$ cat config.mk
export PLATFORM = sky130hd
export DESIGN_NAME = clock_ratio_detector_flat
export DESIGN_NICKNAME = d
export VERILOG_FILES = /design/src/rtl/clock_ratio_detector_if.sv /design/src/rtl/clock_ratio_detector.sv /design/src/flat_wrapper.sv
export SDC_FILE = /design/constraint.sdc
export NUM_CORES = 1
export LEC_CHECK = 0
export CORE_MARGIN = 5
export CORE_UTILIZATION = 45
export CTS_BUF_LIST = sky130_fd_sc_hd__clkbuf_4 sky130_fd_sc_hd__clkbuf_8
export DETAILED_ROUTE_END_ITERATION = 10
export MAX_ROUTING_LAYER = met4
export PLACE_DENSITY = 0.68
export SYNTH_ARGS = -nofsm -noshare
export SYNTH_HDL_FRONTEND = slang
export SYNTH_SLANG_ARGS = --single-unit
export TNS_END_PERCENT = 1
$ cat constraint.sdc
create_clock -name clk -period 3.6 [get_ports clk]
set_input_delay 0.36 -clock clk [delete_from_list [all_inputs] [get_ports clk]]
set_output_delay 0.36 -clock clk [all_outputs]
set_load 0.01 [all_outputs]
$ cat src/rtl/clock_ratio_detector_if.sv
// rtl/clock_ratio_detector_if.sv - clk_in sample input and period/ratio/lock result bundle
interface clock_ratio_detector_if #(
  parameter int CNT_W = 8
);
  logic             clk_in;
  logic [CNT_W-1:0] period_out;
  logic             period_valid;
  logic [CNT_W-1:0] ratio;
  logic             locked;
  logic             err;

  // detector side: samples clk_in, drives the measurement results
  modport master (
    input  clk_in,
    output period_out, period_valid, ratio, locked, err
  );

  // stimulus/consumer side
  modport slave (
    output clk_in,
    input  period_out, period_valid, ratio, locked, err
  );
endinterface

$ cat src/rtl/clock_ratio_detector.sv
// rtl/clock_ratio_detector.sv - measures clk_in period in clk cycles and locks onto a stable ratio
module clock_ratio_detector #(
  parameter int CNT_W      = 8,
  parameter int LOCK_COUNT = 4,
  parameter int TOL        = 0
) (
  input  logic                  clk,
  input  logic                  rst,
  clock_ratio_detector_if.master bus
);
  typedef enum logic [1:0] {
    ST_IDLE,
    ST_MEASURE,
    ST_TRACK,
    ST_LOCKED
  } state_t;

  localparam logic [CNT_W-1:0] CNT_MAX = '1;
  localparam logic [CNT_W:0]   TOL_V   = (CNT_W+1)'(TOL);
  localparam logic [4:0]       LOCK_N  = 5'(LOCK_COUNT);

  state_t           state_q, state_d;
  logic             s1, s2, s3;
  logic             rise;
  logic [CNT_W-1:0] cnt_q, cnt_d;
  logic [CNT_W-1:0] ref_q, ref_d;
  logic [CNT_W-1:0] period_q, period_d;
  logic [CNT_W-1:0] ratio_q, ratio_d;
  logic [3:0]       match_q, match_d;
  logic             pv_q, pv_d;
  logic             err_q, err_d;
  logic [CNT_W:0]   diff;
  logic             in_tol;
  logic             lock_hit;
  logic             at_max;

  // two-flop synchronizer plus a history flop for rising-edge detection
  always_ff @(posedge clk) begin
    if (rst) begin
      s1 <= 1'b0;
      s2 <= 1'b0;
      s3 <= 1'b0;
    end else begin
      s1 <= bus.clk_in;
      s2 <= s1;
      s3 <= s2;
    end
  end

  assign rise     = s2 & ~s3;
  assign at_max   = (cnt_q == CNT_MAX);
  // unsigned distance at CNT_W+1 bits so the subtraction can never wrap
  assign diff     = (cnt_q >= ref_q) ? ({1'b0, cnt_q} - {1'b0, ref_q})
                                     : ({1'b0, ref_q} - {1'b0, cnt_q});
  assign in_tol   = (diff <= TOL_V);
  assign lock_hit = (({1'b0, match_q} + 5'd1) == LOCK_N);

  // state and datapath registers
  always_ff @(posedge clk) begin
    if (rst) begin
      state_q  <= ST_IDLE;
      cnt_q    <= '0;
      ref_q    <= '0;
      period_q <= '0;
      ratio_q  <= '0;
      match_q  <= '0;
      pv_q     <= 1'b0;
      err_q    <= 1'b0;
    end else begin
      state_q  <= state_d;
      cnt_q    <= cnt_d;
      ref_q    <= ref_d;
      period_q <= period_d;
      ratio_q  <= ratio_d;
      match_q  <= match_d;
      pv_q     <= pv_d;
      err_q    <= err_d;
    end
  end

  // next-state and next-value logic; a rise always beats the timeout
  always_comb begin
    state_d  = state_q;
    cnt_d    = rise ? CNT_W'(1) : (at_max ? cnt_q : cnt_q + CNT_W'(1));
    ref_d    = ref_q;
    period_d = period_q;
    ratio_d  = ratio_q;
    match_d  = match_q;
    pv_d     = 1'b0;
    err_d    = 1'b0;
    if (state_q == ST_IDLE) begin
      cnt_d = rise ? CNT_W'(1) : '0;
      if (rise) state_d = ST_MEASURE;
    end else if (rise) begin
      pv_d     = 1'b1;
      period_d = cnt_q;
      case (state_q)
        ST_MEASURE: begin
          ref_d   = cnt_q;
          match_d = '0;
          state_d = ST_TRACK;
        end
        ST_TRACK: begin
          if (in_tol) begin
            match_d = match_q + 4'd1;
            if (lock_hit) begin
              state_d = ST_LOCKED;
              ratio_d = ref_q;
            end
          end else begin
            ref_d   = cnt_q;
            match_d = '0;
          end
        end
        default: begin
          if (!in_tol) begin
            err_d   = 1'b1;
            state_d = ST_TRACK;
            ref_d   = cnt_q;
            match_d = '0;
            ratio_d = '0;
          end
        end
      endcase
    end else if (at_max) begin
      err_d   = (state_q == ST_TRACK) || (state_q == ST_LOCKED);
      state_d = ST_IDLE;
      cnt_d   = '0;
      ref_d   = '0;
      match_d = '0;
      ratio_d = '0;
    end
  end

  assign bus.period_out   = period_q;
  assign bus.period_valid = pv_q;
  assign bus.ratio        = ratio_q;
  assign bus.locked       = (state_q == ST_LOCKED);
  assign bus.err          = err_q;
endmodule

$ cat src/flat_wrapper.sv
// flat-port wrapper written by rule: the top's interface ports become plain ports
module clock_ratio_detector_flat 
#(
  parameter int CNT_W      = 8,
  parameter int LOCK_COUNT = 4,
  parameter int TOL        = 0
)
  (clk, rst, bus_clk_in, bus_period_out, bus_period_valid, bus_ratio, bus_locked, bus_err);
  clock_ratio_detector_if #(.CNT_W(CNT_W)) bus_i ();
  input  logic clk;
  input  logic rst;
  input wire logic [$bits(bus_i.clk_in)-1:0] bus_clk_in;
  output wire logic [$bits(bus_i.period_out)-1:0] bus_period_out;
  output wire logic [$bits(bus_i.period_valid)-1:0] bus_period_valid;
  output wire logic [$bits(bus_i.ratio)-1:0] bus_ratio;
  output wire logic [$bits(bus_i.locked)-1:0] bus_locked;
  output wire logic [$bits(bus_i.err)-1:0] bus_err;
  assign bus_i.clk_in = bus_clk_in;
  assign bus_period_out = bus_i.period_out;
  assign bus_period_valid = bus_i.period_valid;
  assign bus_ratio = bus_i.ratio;
  assign bus_locked = bus_i.locked;
  assign bus_err = bus_i.err;
  clock_ratio_detector #(.CNT_W(CNT_W), .LOCK_COUNT(LOCK_COUNT), .TOL(TOL)) u_core (.clk(clk), .rst(rst), .bus(bus_i));
endmodule
==> results of run 1 <==
synthesized netlist by cell type (3+ instances only):
cell / instances
a21oi_1: 24
a22o_1: 9
a31oi_1: 3
and2_1: 6
clkbuf_1: 8
dfxtp_1: 43
ha_1: 23
inv_1: 23
mux2_4: 3
nand2_1: 38
nand2b_1: 5
nand3_1: 8
nor2_1: 27
nor2b_1: 11
nor3_1: 3
nor4_1: 3
o21a_1: 3
o21ai_0: 20
o21ai_1: 4
o2bb2ai_1: 8
xnor2_1: 6
cell type report:
class	count	area (sq um)	share of cell area [%]
Tap cell	75	93.8	3.02
Timing Repair Buffer	24	233	7.48
Clock buffer	5	68.8	2.21
Clock inverter	3	46.3	1.49
Sequential cell	43	861	27.7
Inverter	23	86.3	2.77
Multi-Input combinational cell	246	1720	55.4
metrics by stage:
stage	hold slack, ns	instances
after floorplan	0.414	325
after global placement	0.425	411
after detailed placement	0.431	411
after CTS	0.456	419
after global routing	0.469	419
final	0.449	419
registers in the layout (all words and copies together) (netlist names):
name / count
u_core.bus.period_out: 8
u_core.bus.ratio: 8
u_core.cnt_q: 8
u_core.ref_q: 8
u_core.match_q: 4
u_core.state_q: 2
u_core.bus.err: 1
u_core.bus.period_valid: 1
u_core.s1: 1
u_core.s2: 1
u_core.s3: 1
power breakdown:
group / switching [W] / total [W] / internal (W) / leakage [nW]
sequential: 0.00000353 / 0.000482 / 0.000479 / 0.347
combinational: 0.0000461 / 0.0000775 / 0.0000314 / 0.736
clock: 0.000177 / 0.000386 / 0.000209 / 0.0548
final timing paths:
| path | startpoint | end | slack, ns | cells past startpoint |
|---|---|---|---|---|
| setup reg to reg | u_core.ref_q[7] | u_core.ref_q[7] | 0.47 | 10 |
| hold / removal | u_core.bus.ratio[3] | u_core.bus.ratio[3] | 0.45 | 2 |
| setup / recovery | u_core.ref_q[7] | u_core.ref_q[7] | 0.47 | 10 |
| hold reg to reg | u_core.bus.ratio[3] | u_core.bus.ratio[3] | 0.45 | 2 |
worst max-delay path, delay by kind of cell (launching register included):
family          cells  cell delay (ns)
mux                 1             0.11
flops               1             0.42
buf+inv             1             0.07
simple gates        2             0.60
fa+ha+maj           1             0.55
compound gates      5             1.32
routing by layer:
layer  GRT usage (%)  up-vias
met1            23.9     1092
met3            2.92        2
met5               -        -
met2            27.1       36
met4            2.88        0
li1                -     1184
kinds of logic after synthesis:
family,Yosys count
multiplexers,7
adder cells (fa/ha/maj),23
AND/OR/NAND/NOR,120
flip-flops,43
buffers and inverters,36
AO/OA/AOI/OAI,90
XOR/XNOR,6
==> reports/metrics.cfg, run 1 <==
[logic_synthesis]
synth.cell_area_sq_mm=0.00274
synth_edf_count=0
synth_top_area_share_pct=31.4
ys_ff_latch=43
yosys-top-cells-area=dfxtp_1 (31%), ha_1 (10%), nand2_1 (5.2%)
synthFlopType=dfxtp_1
ys_seq_area_share_pct=31.4
avgSynthCellArea_sq_um=8.44
synth_top_area_cell=dfxtp_1
synth_top_family_by_area=compound AO/OA/AOI/OAI gates
ys_types=58
synth_compound_area_share_pct=23.9
synth-simple-area-share_pct=22.9
yosys_warnings=0
synthMuxAreaShare_pct=3.60
synth-async-reset-ratio_pct=0
synthAdderAreaFrac_pct=10.5
syn_nets=351
synth_cells=325
synth_xor_area_share_pct=1.92

[clocking]
cts_tree=built
clockRootBuffer=clkbuf_8
insertion_delay_ns=0.30
cts_made_buffers=5
hold_buffers=0
cts_sinks=43
postCtsSetupBuffers=0
htreeDepth=2
clk_pin_slew_ns=0.09
clock_path_buffers=2
ctsResizeCount=0

[floorplan]
die_x_um=88.1
start_util_pct=46.3
ios=22
dieArea_sq_mm=0.00776
row_count=28
core_area_sq_mm=0.00592
die-height_um=88.1

[cells_and_area]
fillCellCount=574
layout_common_cells=dfxtp_1 (43), nand2_1 (38), nor2_1 (27)
utilization_pct=52.6
drive_gt1_share_pct=9.30
nets=369
n_antenna_cell=0
final_common_cell=dfxtp_1
final_area_sq_mm=0.00311
syn2layout_area_growth_pct=13.5

[drt]
drtIter0Drc=160
dr.pass1.iters=4
wl_met3_um=255
route.met2.wl_um=2800
vias=2314
drt-wirelength-per-cell_um=14.5
ant_nets=0
top_layer=met4
post-route-drc-count=0
via_per_inst=5.52
wl_met1_um=3000
routed_wl_um=6070

[global_route]
grt_antenna_before_repair=0
grt_start_max_net_pins=22
grt_pass1_wl_um=10400
grt_pass1_vias=2109
grt_usage_pct=17.3
grt_overflow=0

[placement]
place_congestion=0.899
placed_cell_area_sq_mm=0.00300
place_ws_ns=0.508
hpwlAfterDp_um=4630
port_buffers=21

[setup_path]
cp.arrival_ns=3.37
critPathMaxFanout=11
crit_path_end_kind=flop
worstPathRequired_ns=3.85
critical_path.startpoint_type=flop
crit_chain=inv_1, ha_1, o21ai_0, a21oi_1, nor2_1, or4_4, a2bb2o_4, mux2i_4, o41ai_4, a22o_1
max_stage_delay_ns=0.55
critPathKind=reg2reg
crit_path_top_delay_cell=ha_1

[timing]
fin_tns_setup_ns=0
rsz0062_at_grt=no
fin_skew_ns=0.0147
worst_slew_pin_slew_ns=0.696
setup_viol_count_final=0
fmax_mhz=320
max-slew-margin-rel_pct=53.6
slew_viol_final=0
period_needed_ns=3.13
layout_setup_ws_ns=0.473
fin_crit_sh_pct=86.9
hold_violations=0

[pwr]
power_w=0.000946
leakagePower_nw=1.14
peakVddDrop_v=0.000283
p_per_area_mw_per_mm2=304

[run_status]
outcome=complete, no violations

[min_path]
hp-class=reg2reg

[flow_run]
cap_violations=0

No activity file was read; power rests on OpenSTA's default activity.
==> run 2: changes to the inputs <==
PLACE_DENSITY = default   (was 0.68)
==> reports/metrics.cfg, run 2 (same netlist as run 1, synthesis figures left out) <==
[run_status]
outcome=complete, no violations

[floorplan]
start_util_pct=46.3  ; unchanged
row_count=28  ; unchanged
dieArea_sq_mm=0.00776  ; unchanged
ios=22  ; unchanged
core_area_sq_mm=0.00592  ; unchanged
die-height_um=88.1  ; unchanged
die_x_um=88.1  ; unchanged

[timing]
max-slew-margin-rel_pct=53.6  ; about the same
fin_tns_setup_ns=0  ; unchanged
slew_viol_final=0  ; unchanged
fin_crit_sh_pct=89.3  ; +2.5 points
fin_skew_ns=0.00898  ; -0.00569 ns
fmax_mhz=311  ; -2.8%
worst_slew_pin_slew_ns=0.695  ; -0.000751 ns
rsz0062_at_grt=no
hold_violations=0  ; unchanged
setup_viol_count_final=0  ; unchanged
period_needed_ns=3.22  ; +0.0891 ns

[drt]
drtIter0Drc=147  ; -8.1%
dr.pass1.iters=4  ; unchanged
drt-wirelength-per-cell_um=15.2  ; +5.1%
routed_wl_um=6410  ; +5.6%
post-route-drc-count=0  ; unchanged
via_per_inst=5.50  ; -0.48%
ant_nets=0  ; unchanged
vias=2314  ; unchanged

[setup_path]
max_stage_delay_ns=0.58  ; +0.03 ns
worstPathRequired_ns=3.81  ; -0.04 ns
cp.arrival_ns=3.43  ; +0.06 ns
crit_chain=inv_1, ha_1, o21ai_0, a21oi_1, nor2_1, or4_4, a2bb2o_4, mux2i_4, nor4b_4, o2bb2ai_1
crit_path_top_delay_cell=nor4b_4
crit_path_end_kind=flop
critical_path.startpoint_type=flop
critPathKind=reg2reg
critPathMaxFanout=11  ; unchanged

[clocking]
cts_tree=built
hold_buffers=0  ; unchanged
cts_made_buffers=5  ; unchanged
clk_pin_slew_ns=0.09  ; about the same
clockRootBuffer=clkbuf_8
insertion_delay_ns=0.30  ; about the same
ctsResizeCount=0  ; unchanged
postCtsSetupBuffers=0  ; unchanged
htreeDepth=2  ; unchanged
cts_sinks=43  ; unchanged
clock_path_buffers=2  ; unchanged

[pwr]
peakVddDrop_v=0.000178  ; -37%
p_int_w=0.000722  ; +0.33%
comb_power_share_pct=8.5  ; +0.3 points
seqPwrFrac_pct=50.6  ; -0.4 points
power_frac_clock_pct=40.9  ; about the same
switchingPower_w=0.000229  ; +1.1%
power_w=0.000950  ; +0.50%
leakagePower_nw=1.15  ; +1.3%
p_per_area_mw_per_mm2=304  ; about the same
power_switching_share_pct=24.1  ; +0.13 points

[global_route]
grt_pass1_wl_um=10800  ; +4.0%
grt_pass1_vias=2074  ; -1.7%
grt_start_max_net_pins=22  ; unchanged
grt_antenna_before_repair=0  ; unchanged
grt_overflow=0  ; unchanged
grt_usage_pct=18.4  ; +1.1 points

[cells_and_area]
final_common_cell=dfxtp_1
syn2layout_area_growth_pct=14.1
drive_gt1_share_pct=9.83  ; +0.52 points
layout_common_cells=dfxtp_1 (43), nand2_1 (38), nor2_1 (27)
nets=371  ; +0.54%
n_antenna_cell=0  ; unchanged
fillCellCount=560  ; -2.4%

[placement]
port_buffers=21  ; unchanged
hpwlAfterDp_um=4850  ; +4.9%
place_congestion=0.923  ; +2.7%

[flow_run]
cap_violations=0  ; unchanged

[min_path]
hp-class=reg2reg

-- run 2: changes by cell type in the layout (fill, tap and decap cells not counted), sizes merged --
cell      delta
clkinvlp     -1
clkinv       +1
buf          +2
-- run 2: power by group through the flow --
stage | Combinational [W] | Clock, W | Sequential [W]
after CTS | 0.0000804 | 0.000402 | 0.000481
after global routing | 0.0000882 | 0.000421 | 0.000482
final | 0.0000808 | 0.000389 | 0.000481
after global placement | 0.0000800 | 0 | 0.000492
after floorplan | 0.0000617 | 0 | 0.000492
after detailed placement | 0.0000803 | 0 | 0.000492
-- run 2: routing by layer --
layer | share of wire (%) | global-route usage, % | vias to the layer above | routed length, um
met4 | 1.5 | 6.04 | 0 | 98
met2 | 43 | 25.5 | 54 | 2750
met3 | 4.2 | 3.01 | 10 | 268
met1 | 51 | 27.0 | 1067 | 3300
li1 | - | - | 1183 | -
met5 | 0 | - | - | 0
-- run 2: area by class of cell --
class	instances	area, sq um	area share, %
clock buffer	5	68.8	2.20
clock inverter	3	47.5	1.52
inverter	23	86.3	2.76
multi-input combinational	246	1720	55.1
sequential	43	861	27.5
tap	75	93.8	3.00
timing repair buffer	26	248	7.92
-- run 2: through the flow --
stage | area [sq um] | util [%] | setup slack (ns) | hold slack, ns | std cells
after floorplan | 2740 | - | 0.862 | 0.414 | 325
after global placement | 3010 | 50.9 | 0.420 | 0.416 | 413
after detailed placement | 3010 | 50.9 | 0.435 | 0.432 | 413
after CTS | 3130 | 52.8 | 0.412 | 0.455 | 421
after global routing | 3130 | 52.8 | 0.260 | 0.469 | 421
final | 3130 | 52.8 | 0.384 | 0.447 | 421
-- run 2: worst paths after layout --
kind	from	to	slack, ns	cells past startpoint
max	u_core.ref_q[7]	u_core.bus.ratio[1]	0.38	10
min	u_core.s1	u_core.s2	0.45	1
max reg2reg	u_core.ref_q[7]	u_core.bus.ratio[1]	0.38	10
min reg2reg	u_core.s1	u_core.s2	0.45	1
-- run 2: critical path: cells and delay by family (launching register included) --
kind	cells	cell delay (ns)
DFF	1	0.43
AOI/OAI and AO/OA	4	0.77
buffers and inverters	1	0.07
adders and majority gates	1	0.55
muxes	1	0.11
and+or+nand+nor	3	1.18
